## config.mk

```make
export PLATFORM = sky130hd
export DESIGN_NAME = bin2gray
export DESIGN_NICKNAME = d
export VERILOG_FILES = /design/src/rtl/bin2gray.sv
export SDC_FILE = /design/constraint.sdc
export NUM_CORES = 1
export LEC_CHECK = 0
export CAP_MARGIN = 5
export CORE_AREA = 2 2 39 41
export CTS_CLUSTER_DIAMETER = 80
export DETAILED_ROUTE_END_ITERATION = 16
export DIE_AREA = 0 0 41 43
export PLACE_DENSITY_LB_ADDON = 0.08
export SLEW_MARGIN = 20
export SYNTH_ARGS = -nofsm -noshare
export SYNTH_HDL_FRONTEND = slang
export SYNTH_SLANG_ARGS = --single-unit
```

## constraint.sdc

```tcl
create_clock -name clk -period 1.3 [get_ports clk]
set_input_delay 0.13 -clock clk [delete_from_list [all_inputs] [get_ports clk]]
set_output_delay 0.13 -clock clk [all_outputs]
set_load 0.02 [all_outputs]
```

## src/rtl/bin2gray.sv

```systemverilog
// rtl/bin2gray.sv - binary/Gray encoder, registered Gray capture and Gray decoder
//
// Ports:
//   clk       rising-edge clock for the registered path
//   rst       synchronous active-high reset of the registered path
//   bin       binary value to encode
//   gray      combinational Gray encoding of bin
//   in_valid  qualifies bin for capture into gray_q
//   gray_q    registered Gray encoding of the last valid bin
//   out_valid one-cycle pulse when gray_q holds a newly captured value
//   gray_adj  registered flag: new gray_q differs from the previous one in exactly one bit
//   gray_in   Gray value to decode
//   bin_out   combinational binary decoding of gray_in
module bin2gray #(
    parameter int WIDTH = 4
) (
    input  logic             clk,
    input  logic             rst,
    input  logic [WIDTH-1:0] bin,
    output logic [WIDTH-1:0] gray,
    input  logic             in_valid,
    output logic [WIDTH-1:0] gray_q,
    output logic             out_valid,
    output logic             gray_adj,
    input  logic [WIDTH-1:0] gray_in,
    output logic [WIDTH-1:0] bin_out
);

    logic [WIDTH-1:0] diff;
    logic             one_bit_diff;
    logic             have_prev;

    // Encode: each bit is the XOR of itself and its upper neighbour; MSB passes through.
    assign gray = bin ^ (bin >> 1);

    // Decode: binary bit i is the parity of Gray bits i..MSB.
    always_comb begin
        bin_out = '0;
        for (int i = 0; i < WIDTH; i++) begin
            bin_out[i] = ^(gray_in >> i);
        end
    end

    // Exactly one bit set: non-zero and clearing the lowest set bit leaves nothing.
    assign diff         = gray ^ gray_q;
    assign one_bit_diff = (diff != '0) && ((diff & (diff - WIDTH'(1))) == '0);

    always_ff @(posedge clk) begin
        if (rst) begin
            gray_q    <= '0;
            out_valid <= 1'b0;
            gray_adj  <= 1'b0;
            have_prev <= 1'b0;
        end else if (in_valid) begin
            gray_q    <= gray;
            out_valid <= 1'b1;
            // With no earlier capture there is nothing to compare against.
            gray_adj  <= have_prev && one_bit_diff;
            have_prev <= 1'b1;
        end else begin
            out_valid <= 1'b0;
        end
    end

endmodule

```

[After elaboration in Yosys (flattened, before gate mapping)]
Cells that the tools add are included.
Storage, ports and cells
  register bits after elaboration: 7
  input port bits: 11
  output and inout bits: 14
Operators by class
  $add $sub $neg: 1
  muxes and demuxes: 1
  bitwise gates (word level): 3
  reduce and logical (&&, ||, !) cells: 8
Operators with widths (number)
  4-bit parity: 4
  4-bit AND: 1
  4-bit zero test: 1
  4-bit nonzero test: 1
  4-bit by 1-bit subtractor with 4-bit output (second input constant): 1
  4-bit by 3-bit XOR with 4-bit output: 1
  4-bit XOR: 1
  1-bit logical AND: 2
  1-bit 2-to-1 mux: 1

[Logic depth before layout (Yosys ltp)]
Gate-level depths: netlist of the first run.
  depth after elaboration: 7
  mapped depth: 5

[Worst setup path before layout of the first run]
OpenSTA, ideal clock, no wires.
  path type: input to output
  start point: input gray_in[3]
  end point: output bin_out[0]
  arrival time: 1437 ps
  data required time: 1170 ps
  path slack: -267 ps
  cell stages on the path: 3
  path buffers: 0
  path through: xor2_1 -> xor2_1 -> xor2_1
On the way
  word-level cells in the longest chain between the ends: 1
RTL lines
  from (decl): RTL line 25  | input logic [WIDTH-1:0] gray_in,
  4-bit parity: RTL line 40  | bin_out[i] = ^(gray_in >> i);
  to (decl): RTL line 26  | output logic [WIDTH-1:0] bin_out
No other way between the ends.

[Worst setup path in the final report of the first run]
  start point: input bin[3]
  end point: output gray[3]
On the way
  word-level cells in the longest chain between the ends: 1
RTL lines
  from (decl): RTL line 19  | input logic [WIDTH-1:0] bin,
  4-bit by 3-bit XOR with 4-bit output: RTL line 34  | assign gray = bin ^ (bin >> 1);
  to (decl): RTL line 20  | output logic [WIDTH-1:0] gray,
No other way between the ends.

==> out/metrics.yaml, run 1 <==
cts_tree: "yes"
die_x_um: 41
worst_skew_pair.late_latency_ps: 250
n_antenna_cell: 0
synth-edff-count: 0
slew_headroom_pct: 78.0
critPathRequiredTime_ps: 1170
fin_crit_ps: 1250
grt_max_degree: 7
crit_path_end_kind: "output port"
cts_max_level: 1
rr_worst_depth: 5
synth.largest_area_cell: "dfxtp_1"
period_share_pct: 96.3
dp_hpwl_um: 753
hold_buffers: 0
timing.fmax_ghz: 0.799
path_max_fanout: 6
pre_cts_ws_ps: -699
grt-ovfl-total: 0
antenna_left: 0
ys_seq_area_share_pct: 33.9
synth_compound_area_share_pct: 9.39
peakVddDrop_v: 0.000570
start_util_pct: 29.8
hp-class: "flop to flop"
fin_nets: 94
ys_warn_count: 0
finalClockSkew_ps: 0.923
via_per_inst: 4.34
ys.flop_type: "dfxtp_1"
yosys.area_share.simple_pct: 20.9
dr.first_iter.drc_count: 8
first_pass_iters: 4
synthAdderAreaFrac_pct: 0
design_area_um2: 792
synth_top_area_share_pct: 33.9
gr-usage-all-layers_pct: 13.5
clockBufferDepth: 2
cts_made_buffers: 3
finalHoldViolations: 0
die_y_um: 43
final_layout_size_suffix_gt1_share_pct: 36.6
port_buffers: 24
synth_commonest_cells: "nor2_1, xor2_1, dfxtp_1"
die_area_um2: 1760
setup_viol: 0
ys_types: 17
grt_pass1_wl_um: 1520
grt_pass1_vias: 393
clock-sinks: 7
num_rows: 14
synth-xor-area-share_pct: 21.2
worstMarginPinSlew_ps: 329
leakagePower_nw: 0.391
powerDensity_nw_per_um2: 914
arrival_ps: 1120
timing.final.ws_setup_ps: 48.3
coreArea_um2: 1380
drc: 0
fill_cells: 129
syn_area_per_cell_um2: 8.60
vias: 425
synth_area_leaders: "dfxtp_1, xor2_1, mux2i_1"
antenna_found_initial: 0
holdPathStages: 2
wire_per_inst_um: 9.71
synth.most_common_cell: "nor2_1"
wl_um: 952
synthArstFlopShare_pct: 0
synth_top_family_by_area: "XOR/XNOR gates"
maxCapViolations: 0
path_clk_slew_ps: 50
ys_ff_latch: 7
place_congestion: 0.660
syn_inst: 48
synth_area_um2: 413
totalNegativeSetupSlack_ps: 0
crit_type: "primary input to output port"
final_util_pct: 57.2
cts-root-buf: "clkbuf_4"
syn-num-nets: 59
synthToLayoutAreaGrowth_pct: 91.8
ios: 25
place_area_um2: 731
rsz0062_at_grt: "false"
synthMuxAreaShare_pct: 9.70
start_kind: "primary input"
status: "completed"
maxSlewViolCount: 0
logic make-up after synthesis:
kind of cell	count (synthesis)
DFF	7
muxes	4
and+or+nand+nor	20
xor gates and xnor gates	10
AOI/OAI and AO/OA	4
buffers and inverters	3
layer usage:
layer	global-route usage, %	vias up	share of wire, %
met5	0	-	0
met4	2.00	0	0
met3	9.42	0	8.9
met2	20.9	16	53
met1	14.8	190	38
li1	-	219	-
final cells by class:
type / count / area [um^2] / share of cell area, %
Clock buffer: 4 / 26.3 / 3.32
Multi-Input combinational cell: 38 / 305 / 38.5
Sequential cell: 7 / 143 / 18.0
Tap cell: 16 / 20.0 / 2.53
Timing Repair Buffer: 33 / 298 / 37.6
sequential cells by signal (all words and copies together), names as in the netlist:
signal,count
gray_q,4
gray_adj,1
have_prev,1
out_valid,1
metrics by stage:
| step | cells | hold slack (ps) | total power, W |
|---|---|---|---|
| after global placement | 93 | 452 | 0.000539 |
| after CTS | 98 | 472 | 0.000733 |
| after floorplan | 48 | 195 | 0.000387 |
| after detailed placement | 93 | 458 | 0.000542 |
| after global routing | 98 | 493 | 0.000784 |
| final | 98 | 464 | 0.000724 |
cell usage in the layout (no fill, tap or decap), types with 2 or more instances in the layout:
cell | Yosys | routed
buf_4 | 2 | 11
nor2_1 | 10 | 10
dfxtp_2 | 0 | 2
clkbuf_4 | 0 | 3
dfxtp_1 | 7 | 5
xor2_1 | 8 | 2
mux2i_1 | 4 | 4
xor2_2 | 0 | 6
clkdlybuf4s15_2 | 0 | 3
dlymetal6s2s_1 | 0 | 3
clkdlybuf4s50_1 | 0 | 5
nand2_1 | 5 | 5
dlygate4sd2_1 | 0 | 9
power breakdown:
group          total [W]  switching, W  internal, W
combinational   0.000285      0.000141     0.000144
clock           0.000197     0.0000796     0.000117
sequential      0.000242     0.0000120     0.000230
total           0.000724      0.000233     0.000491
critical path, cell delays in order:
cell and delay (ps):
clkdlybuf4s50_1 510, buf_4 150, dlygate4sd2_1 330
repair_timing:
item	CTS	global route
setup endpoints to repair	14	5
gates resized for setup	31	10
pin swaps	3	4
setup buffers	1	0
worst paths after layout:
path	endpoint	slack [ps]	from
worst max-delay path	gray[3]	50	bin[3]
worst min-delay path	have_prev$_SDFFE_PP0P_	460	have_prev$_SDFFE_PP0P_
worst max register to register	gray_adj$_SDFFE_PP0P_	110	gray_q[2]$_SDFFE_PP0P_
worst min register to register	have_prev$_SDFFE_PP0P_	460	have_prev$_SDFFE_PP0P_
Power figures use the tool's default switching activity.
==> inputs of run 2 (changes only) <==
--- a/config.mk
+++ b/config.mk
@@ -5,12 +5,13 @@
 export SDC_FILE = /design/constraint.sdc
 export NUM_CORES = 1
 export LEC_CHECK = 0
-export CAP_MARGIN = 5
+export CAP_MARGIN = 20
 export CORE_AREA = 2 2 39 41
 export CTS_CLUSTER_DIAMETER = 80
 export DETAILED_ROUTE_END_ITERATION = 16
 export DIE_AREA = 0 0 41 43
 export PLACE_DENSITY_LB_ADDON = 0.08
+export REMOVE_ABC_BUFFERS = 1
 export SLEW_MARGIN = 20
 export SYNTH_ARGS = -nofsm -noshare
 export SYNTH_HDL_FRONTEND = slang
==> run 2 against run 1 <==
Compared with the run above:
- non-clock buffer count grew 1
- sequential share of layout area barely moved
- hold slack improved by 5.5 ps
- global-route usage is 0.60 points lower
- utilization is 0.54 points lower
- critical path depth did not move
- via count up 3.1%
- routed wire length increased by 9.5%
- final cell count grew 1.0%
- final area fell by 0.95%
- register-to-register slack got worse by 20 ps
- largest cell class is now buffers
- largest power group unchanged
- highest routed layer unchanged
==> out/metrics.yaml, run 2 (synthesized netlist as in run 1, its figures left out) <==
status: "completed"
worst_skew_pair.late_latency_ps: 250
grt_pass1_wl_um: 1540
hp-class: "flop to flop"
via_per_inst: 4.42
dp_hpwl_um: 790
die_y_um: 43
first_pass_iters: 4
num_rows: 14
powerDensity_nw_per_um2: 928
cts_made_buffers: 3
path_cells: "clkdlybuf4s50_1, buf_4, dlygate4sd2_1"
largest_reg_flops: 4
wire_per_inst_um: 10.5
maxCapViolations: 0
period_share_pct: 94.6
start_util_pct: 29.8
cts-root-buf: "clkbuf_4"
p_seq_share_pct: 33.3
slew_headroom_pct: 78.1
grt_max_degree: 7
timing.fmax_ghz: 0.813
cpPeakStageDelay_ps: 500
crit_type: "primary input to output port"
finalClockSkew_ps: 6.59
rsz0062_at_grt: "false"
setup_viol: 0
arrival_ps: 1100
ios: 25
wl_um: 1040
critPathRequiredTime_ps: 1170
drc: 0
fin_nets: 95
dr.first_iter.drc_count: 4
p_clk_share_pct: 27.2
cp_slowest_cell: "clkdlybuf4s50_1"
fill_cells: 144
place_area_um2: 721
antenna_found_initial: 0
path_max_fanout: 6
antenna_left: 0
cts_tree: "yes"
maxSlewViolCount: 0
swShare_pct: 32.3
start_kind: "primary input"
synthToLayoutAreaGrowth_pct: 90.0
largest_register: "gray_q"
fin_crit_ps: 1230
die_x_um: 41
design_area_um2: 785
pwr-share-comb_pct: 39.6
die_area_um2: 1760
leakagePower_nw: 0.392
final_layout_size_suffix_gt1_share_pct: 32.5
vias: 438
placed_cells: 94
grt-ovfl-total: 0
n_antenna_cell: 0
crit_path_end_kind: "output port"
worstMarginPinSlew_ps: 328
gr-usage-all-layers_pct: 12.9
layout_common_cells: "buf_4, nor2_1, dlygate4sd2_1, dfxtp_1"
p_int_w: 0.000493
peakVddDrop_v: 0.000559
path_clk_slew_ps: 50
grt_pass1_vias: 390
clockBufferDepth: 2
fin_cells: 99
port_buffers: 24
coreArea_um2: 1380
finalHoldViolations: 0
clock-sinks: 7
hold_slack_ps: 469
net-switching-power_w: 0.000235
layout_commonest_cell: "buf_4"
place_congestion: 0.698
cts_max_level: 1
## run 2: cell count changes in the layout (fill, tap and decap cells not counted), sizes merged
cell | before | now
buf | 11 | 12
clkdlybuf4s15 | 4 | 3
dlygate4sd2 | 9 | 10
## run 2: worst paths after layout
path	slack, ps	to	cells past startpoint	startpoint
max	70	gray[3]	3	bin[3]
max reg2reg	90	gray_adj$_SDFFE_PP0P_	5	gray_q[1]$_SDFFE_PP0P_
min reg2reg	470	have_prev$_SDFFE_PP0P_	2	have_prev$_SDFFE_PP0P_
min	470	have_prev$_SDFFE_PP0P_	2	have_prev$_SDFFE_PP0P_
## run 2: cell type report
class | instances | area [um^2] | share of cell area (%)
Multi-Input combinational cell | 38 | 290 | 37.0
Tap cell | 16 | 20.0 | 2.55
Sequential cell | 7 | 141 | 18.0
Timing Repair Buffer | 34 | 307 | 39.1
Clock buffer | 4 | 26.3 | 3.35
## run 2: power groups by stage
stage               sequential (W)  clock, W  combinational [W]
floorplan                 0.000257         0           0.000112
global placement          0.000244         0           0.000291
detailed placement        0.000245         0           0.000292
CTS                       0.000240  0.000208           0.000280
global route              0.000244  0.000218           0.000311
finish                    0.000242  0.000198           0.000288
## run 2: worst max-delay path: cells and delay by family
kind                   cells  cell delay (ps)
buffers and inverters      3              970
## run 2: through the flow
| stage | setup TNS (ps) | worst slack (ps) | power [W] | util, % |
|---|---|---|---|---|
| floorplan | -293 | -267 | 0.000370 | - |
| global placement | -3250 | -630 | 0.000535 | 52.1 |
| detailed placement | -3440 | -690 | 0.000537 | 52.1 |
| CTS | 0 | 2.38 | 0.000727 | 53.5 |
| global route | 0 | 5.47 | 0.000773 | 56.7 |
| finish | 0 | 70.6 | 0.000728 | 56.7 |
## run 2: routing by layer
layer	track usage (%)	up-vias	wire, um
met4	2.00	0	0
met3	7.85	0	58
li1	-	224	-
met5	0	-	0
met2	19.4	12	549
met1	15.5	202	434
## run 2: timing repair
item | in CTS | in global routing
setup endpoints to repair | 15 | 5
resized for setup | 29 | 12
setup buffers | 1 | 0
hold buffers | 0 | 0
pin swaps | 3 | 4
